$ cat src/rtl/uart_rx.sv
// 8N1 UART receiver: mid-bit sampling, LSB-first assembly, one-cycle valid strobe,
// running byte sum and sticky framing-error flag. Line is already in this clock domain.
module uart_rx #(
  parameter int cycles_per_bit = 4
) (
  input  logic        clock,
  input  logic        tick_reset,
  input  logic        tick_serial,
  output logic        get_valid_ret,
  output logic [7:0]  get_buffer_ret,
  output logic [31:0] get_sum_ret,
  output logic        get_error_ret
);

  localparam int half_bit = cycles_per_bit / 2;
  localparam int phase_w  = $clog2(cycles_per_bit);
  localparam logic [phase_w-1:0] phase_last  = phase_w'(cycles_per_bit - 1);
  // Preload so the start-bit sample lands half_bit cycles after the falling edge.
  localparam logic [phase_w-1:0] phase_start = phase_w'(cycles_per_bit - half_bit);

  typedef enum logic [2:0] {
    ST_IDLE  = 3'd0,
    ST_START = 3'd1,
    ST_DATA  = 3'd2,
    ST_STOP  = 3'd3,
    ST_BREAK = 3'd4
  } state_t;

  state_t              state_r, state_next_s;
  logic [phase_w-1:0]  phase_r, phase_next_s;
  logic [3:0]          bit_idx_r, bit_idx_next_s;
  logic [7:0]          shift_r, shift_next_s;
  logic                frame_good_s, frame_bad_s, sample_s;
  logic                valid_r, error_r;
  logic [7:0]          buffer_r;
  logic [31:0]         sum_r;

  assign sample_s       = (phase_r == phase_last);
  assign get_valid_ret  = valid_r;
  assign get_buffer_ret = buffer_r;
  assign get_sum_ret    = sum_r;
  assign get_error_ret  = error_r;

  // Next-state and datapath control decode.
  always_comb begin
    state_next_s   = state_r;
    phase_next_s   = phase_r;
    bit_idx_next_s = bit_idx_r;
    shift_next_s   = shift_r;
    frame_good_s   = 1'b0;
    frame_bad_s    = 1'b0;
    case (state_r)
      ST_IDLE: begin
        if (!tick_serial) begin
          state_next_s   = ST_START;
          phase_next_s   = phase_start;
          bit_idx_next_s = 4'd0;
        end else begin
          phase_next_s   = '0;
        end
      end
      ST_START: begin
        if (sample_s) begin
          phase_next_s = '0;
          if (tick_serial) begin
            state_next_s = ST_IDLE;
          end else begin
            state_next_s = ST_DATA;
          end
        end else begin
          phase_next_s = phase_r + phase_w'(1);
        end
      end
      ST_DATA: begin
        if (sample_s) begin
          phase_next_s   = '0;
          shift_next_s   = {tick_serial, shift_r[7:1]};
          bit_idx_next_s = bit_idx_r + 4'd1;
          if (bit_idx_r == 4'd7) begin
            state_next_s = ST_STOP;
          end else begin
            state_next_s = ST_DATA;
          end
        end else begin
          phase_next_s = phase_r + phase_w'(1);
        end
      end
      ST_STOP: begin
        if (sample_s) begin
          phase_next_s = '0;
          if (tick_serial) begin
            frame_good_s = 1'b1;
            state_next_s = ST_IDLE;
          end else begin
            frame_bad_s  = 1'b1;
            state_next_s = ST_BREAK;
          end
        end else begin
          phase_next_s = phase_r + phase_w'(1);
        end
      end
      // Hold here while the line stays low so a break is not decoded as 0x00 frames.
      ST_BREAK: begin
        if (tick_serial) begin
          state_next_s = ST_IDLE;
        end else begin
          state_next_s = ST_BREAK;
        end
      end
      default: begin
        state_next_s = ST_IDLE;
        phase_next_s = '0;
      end
    endcase
  end

  // State register.
  always_ff @(posedge clock) begin
    if (tick_reset) begin
      state_r <= ST_IDLE;
    end else begin
      state_r <= state_next_s;
    end
  end

  // Counters, shift register and registered outputs.
  always_ff @(posedge clock) begin
    if (tick_reset) begin
      phase_r   <= '0;
      bit_idx_r <= 4'd0;
      shift_r   <= 8'h00;
      valid_r   <= 1'b0;
      buffer_r  <= 8'h00;
      sum_r     <= 32'h0000_0000;
      error_r   <= 1'b0;
    end else begin
      phase_r   <= phase_next_s;
      bit_idx_r <= bit_idx_next_s;
      shift_r   <= shift_next_s;
      valid_r   <= frame_good_s;
      if (frame_good_s) begin
        buffer_r <= shift_r;
        sum_r    <= sum_r + {24'h00_0000, shift_r};
      end else begin
        buffer_r <= buffer_r;
        sum_r    <= sum_r;
      end
      if (frame_bad_s) begin
        error_r <= 1'b1;
      end else begin
        error_r <= error_r;
      end
    end
  end

endmodule

$ cat config.mk
export PLATFORM = sky130hd
export DESIGN_NAME = uart_rx
export DESIGN_NICKNAME = d
export VERILOG_FILES = /design/src/rtl/uart_rx.sv
export SDC_FILE = /design/constraint.sdc
export NUM_CORES = 1
export LEC_CHECK = 0
export ABC_CLOCK_PERIOD_IN_PS = 2200
export BUFFER_PORTS_ARGS = -buffer_cell sky130_fd_sc_hd__buf_2
export CAP_MARGIN = 5
export CELL_PAD_IN_SITES_DETAIL_PLACEMENT = 1
export CELL_PAD_IN_SITES_GLOBAL_PLACEMENT = 1
export CORE_ASPECT_RATIO = 1.5
export CORE_MARGIN = 2
export CORE_UTILIZATION = 38
export CTS_BUF_LIST = sky130_fd_sc_hd__clkbuf_4 sky130_fd_sc_hd__clkbuf_8 sky130_fd_sc_hd__clkbuf_16
export CTS_CLUSTER_SIZE = 12
export DETAILED_ROUTE_END_ITERATION = 6
export PLACE_DENSITY = 0.79
export SYNTH_ARGS = -nofsm -noshare
export SYNTH_HDL_FRONTEND = slang
export SYNTH_SLANG_ARGS = --single-unit
$ cat constraint.sdc
create_clock -name clock -period 2.2 [get_ports clock]
set_input_delay 0.33 -clock clock [delete_from_list [all_inputs] [get_ports clock]]
set_output_delay 0.33 -clock clock [all_outputs]
set_load 0.01 [all_outputs]
==> flow_summary_export.csv <==
group,metric,value,unit
logic_synthesis,synth_warnings,0,
drt,vias,2770,
job,max_cap_violations,0,
drt,drcViolationCount,0,
sta,max_slew_margin,0.6760,
pwr,leakagePower,1.453,nW
logic_synthesis,syn_inst,345,
cells_and_area,antenna_cells,0,
place,dp_slack,-22.72,ps
global_routing,grt_max_degree,28,
drt,routedWlPerCell,15.74,microns
place,port_buffers,44,
logic_synthesis,post-synth-top-area-fraction,0.4117,
logic_synthesis,synth.most_common_cell,"dfxtp_1",
outcome,status,"finished, final reports clean",
cts,cts_tree,"yes",
global_routing,grt_first_pass_wirelength,13290,microns
cts,htree_levels,3,
pwr,ir_worst_vdd,0.4074,mV
floorplanning,chipWidth,74.95,microns
logic_synthesis,synth_cell_types,50,
floorplanning,die-area,8275,sq um
cts,clkSlewWorstSetupHoldPaths,60,ps
drt,vias_per_cell,5.358,
logic_synthesis,synthTopCellsByArea,"dfxtp_1 (41%), nand2_1 (7.5%), a21oi_1 (7.3%), ha_1 (4.4%), nor2_1 (3.7%)",
cts,clockBufferDepth,2,
drt,wirelength,8139,microns
cells_and_area,nets,426,
critical_path,worstPathArrival,2370,ps
cts,clock-root-buffer,"clkbuf_8",
cells_and_area,drive_gt1_frac,0.2758,
critical_path,cp_max_fo,14,
sta,clock_skew,7.002,ps
global_routing,grt_pass1_vias,2828,
sta,finalHoldViolations,0,
place,dp_hpwl,5756,microns
logic_synthesis,synth_ff_type,"dfxtp_1",
logic_synthesis,synth_edf_count,0,
sta,fin_crit_sh,0.9499,
pwr,total_power,2.118,mW
sta,fin_ws,110.2,ps
logic_synthesis,ys_seq_elements,59,
sta,max_freq,478.5,MHz
cts,cts_buffers,9,
drt,drt-initial-drc-count,37,
floorplanning,core_area,7274,sq um
critical_path,worstSetupPathType,"flop to flop",
sta,slew_violations,0,
sta,max_slew.worst_pin.slew,486.1,ps
sta,period_minus_slack,2090,ps
logic_synthesis,syn_area,2869,sq um
sta,setup_viol,0,
cts,insertion_delay,350,ps
global_routing,grt_usage,0.2082,
worst_hold_path,hold_path_class,"input pin to flop",
global_routing,antenna_found_initial,0,
cts,cts_hold_buffers,0,
drt,postRouteAntennaNets,0,
drt,drt-pass1-iter-count,4,
logic_synthesis,ys_seq_area_frac,0.4117,
pwr,power_density,583.3,nW/um^2
critical_path,cp-start-kind,"flop",
logic_synthesis,yosys-top-cells-count,"dfxtp_1 (59), nand2_1 (57), a21oi_1 (42)",
logic_synthesis,async_flop_share,0,
place,gp_congestion,0.7856,
cts,cts.sinks,59,
critical_path,crit_path_end_kind,"flop",
cells_and_area,syn_to_final_growth,26.56,%
floorplanning,start_util,0.3944,
critical_path,crit_required,2480,ps
logic_synthesis,syn_nets,359,
floorplanning,ios,45,
logic_synthesis,yosys.area.top_type,"dfxtp_1",
floorplanning,chipHeight,110.4,microns
global_routing,grt_overflow,0,
logic_synthesis,synth.avg_cell_area,8.316,sq um
floorplanning,row_count,38,
-- report_power, final --
part	leakage (nW)	internal [mW]	switching, mW
registers	0.477	1.07	0.00419
clock network	0.107	0.556	0.428
logic	0.869	0.0178	0.0386
-- cell families after synthesis --
kind of cell / share of synthesized area
compound gates: 0.1971
xor+xnor: 0.03358
fa+ha+maj: 0.05059
buf+inv: 0.03270
flops: 0.4117
mux: 0.01526
simple gates: 0.2591
-- registers in the layout, indices dropped and copies added, names as in the netlist --
name	cells
state_r	3
get_valid_ret	1
phase_r	2
get_error_ret	1
bit_idx_r	4
get_buffer_ret	8
shift_r	8
get_sum_ret	32
-- layer usage --
| metal | vias to the layer above | part of all wire | global-route usage |
|---|---|---|---|
| met2 | 34 | 0.56 | 0.3708 |
| met5 | - | 0 | 0 |
| met4 | 0 | 0.018 | 0.08214 |
| met3 | 13 | 0.028 | 0.05201 |
| li1 | 1371 | - | - |
| met1 | 1352 | 0.39 | 0.2245 |
-- layout make-up --
type                    instances  area [sq um]
multi-input cells             264          1654
clock inverters                 1         5.005
clock buffers                  15         193.9
repair buffers                 73         450.4
well taps                     100         125.1
flip-flops and latches         59          1184
inverters                       5         18.77
fillers                       898          3643
-- placed cells by master, fill, tap and decap left out, types with 7 or more instances in the layout --
cell type / n
nand2_1: 57
dfxtp_1: 57
buf_2: 44
a21oi_1: 42
buf_4: 28
nor2_1: 27
o21ai_0: 15
clkbuf_8: 13
nor3_1: 12
o31ai_1: 8
or4_1: 8
nand3_1: 7
-- critical path: stages, from the launching register on --
cell	delay (ps)
dfxtp_2	360
ha_4	280
buf_4	130
o211ai_1	110
o21ai_2	210
o21ai_1	100
buf_4	190
or4_1	490
a21oi_1	170
-- what timing repair did --
item                       4_1_cts  5_1_grt
pin swaps                        1        3
hold endpoints to repair         0        0
gates resized for setup          1       10
cloned                           0        0
setup endpoints to repair        5       19
setup buffers                    0        3
-- worst paths after layout --
check               startpoint                 to  slack, ps  depth (start not counted)
max                 shift_r[2]    get_sum_ret[25]        110                          8
min                tick_serial         state_r[2]        320                          3
max reg2reg         shift_r[2]    get_sum_ret[25]        110                          8
min reg2reg  get_buffer_ret[1]  get_buffer_ret[1]        450                          2
-- stage by stage --
stage	hold WS, ps	setup TNS [ps]	std cells	utilization	instance area [sq um]
2_1_floorplan	443.6	0	345	-	2869
5_1_grt	317.4	-33.98	517	0.4991	3631
4_1_cts	303.9	0	514	0.4878	3548
3_3_place_gp	444.0	0	498	0.4601	3347
3_5_place_dp	445.3	-63.50	498	0.4601	3347
6_report	322.6	0	517	0.4991	3631
Note: power is estimated with default switching activity, not from simulation.
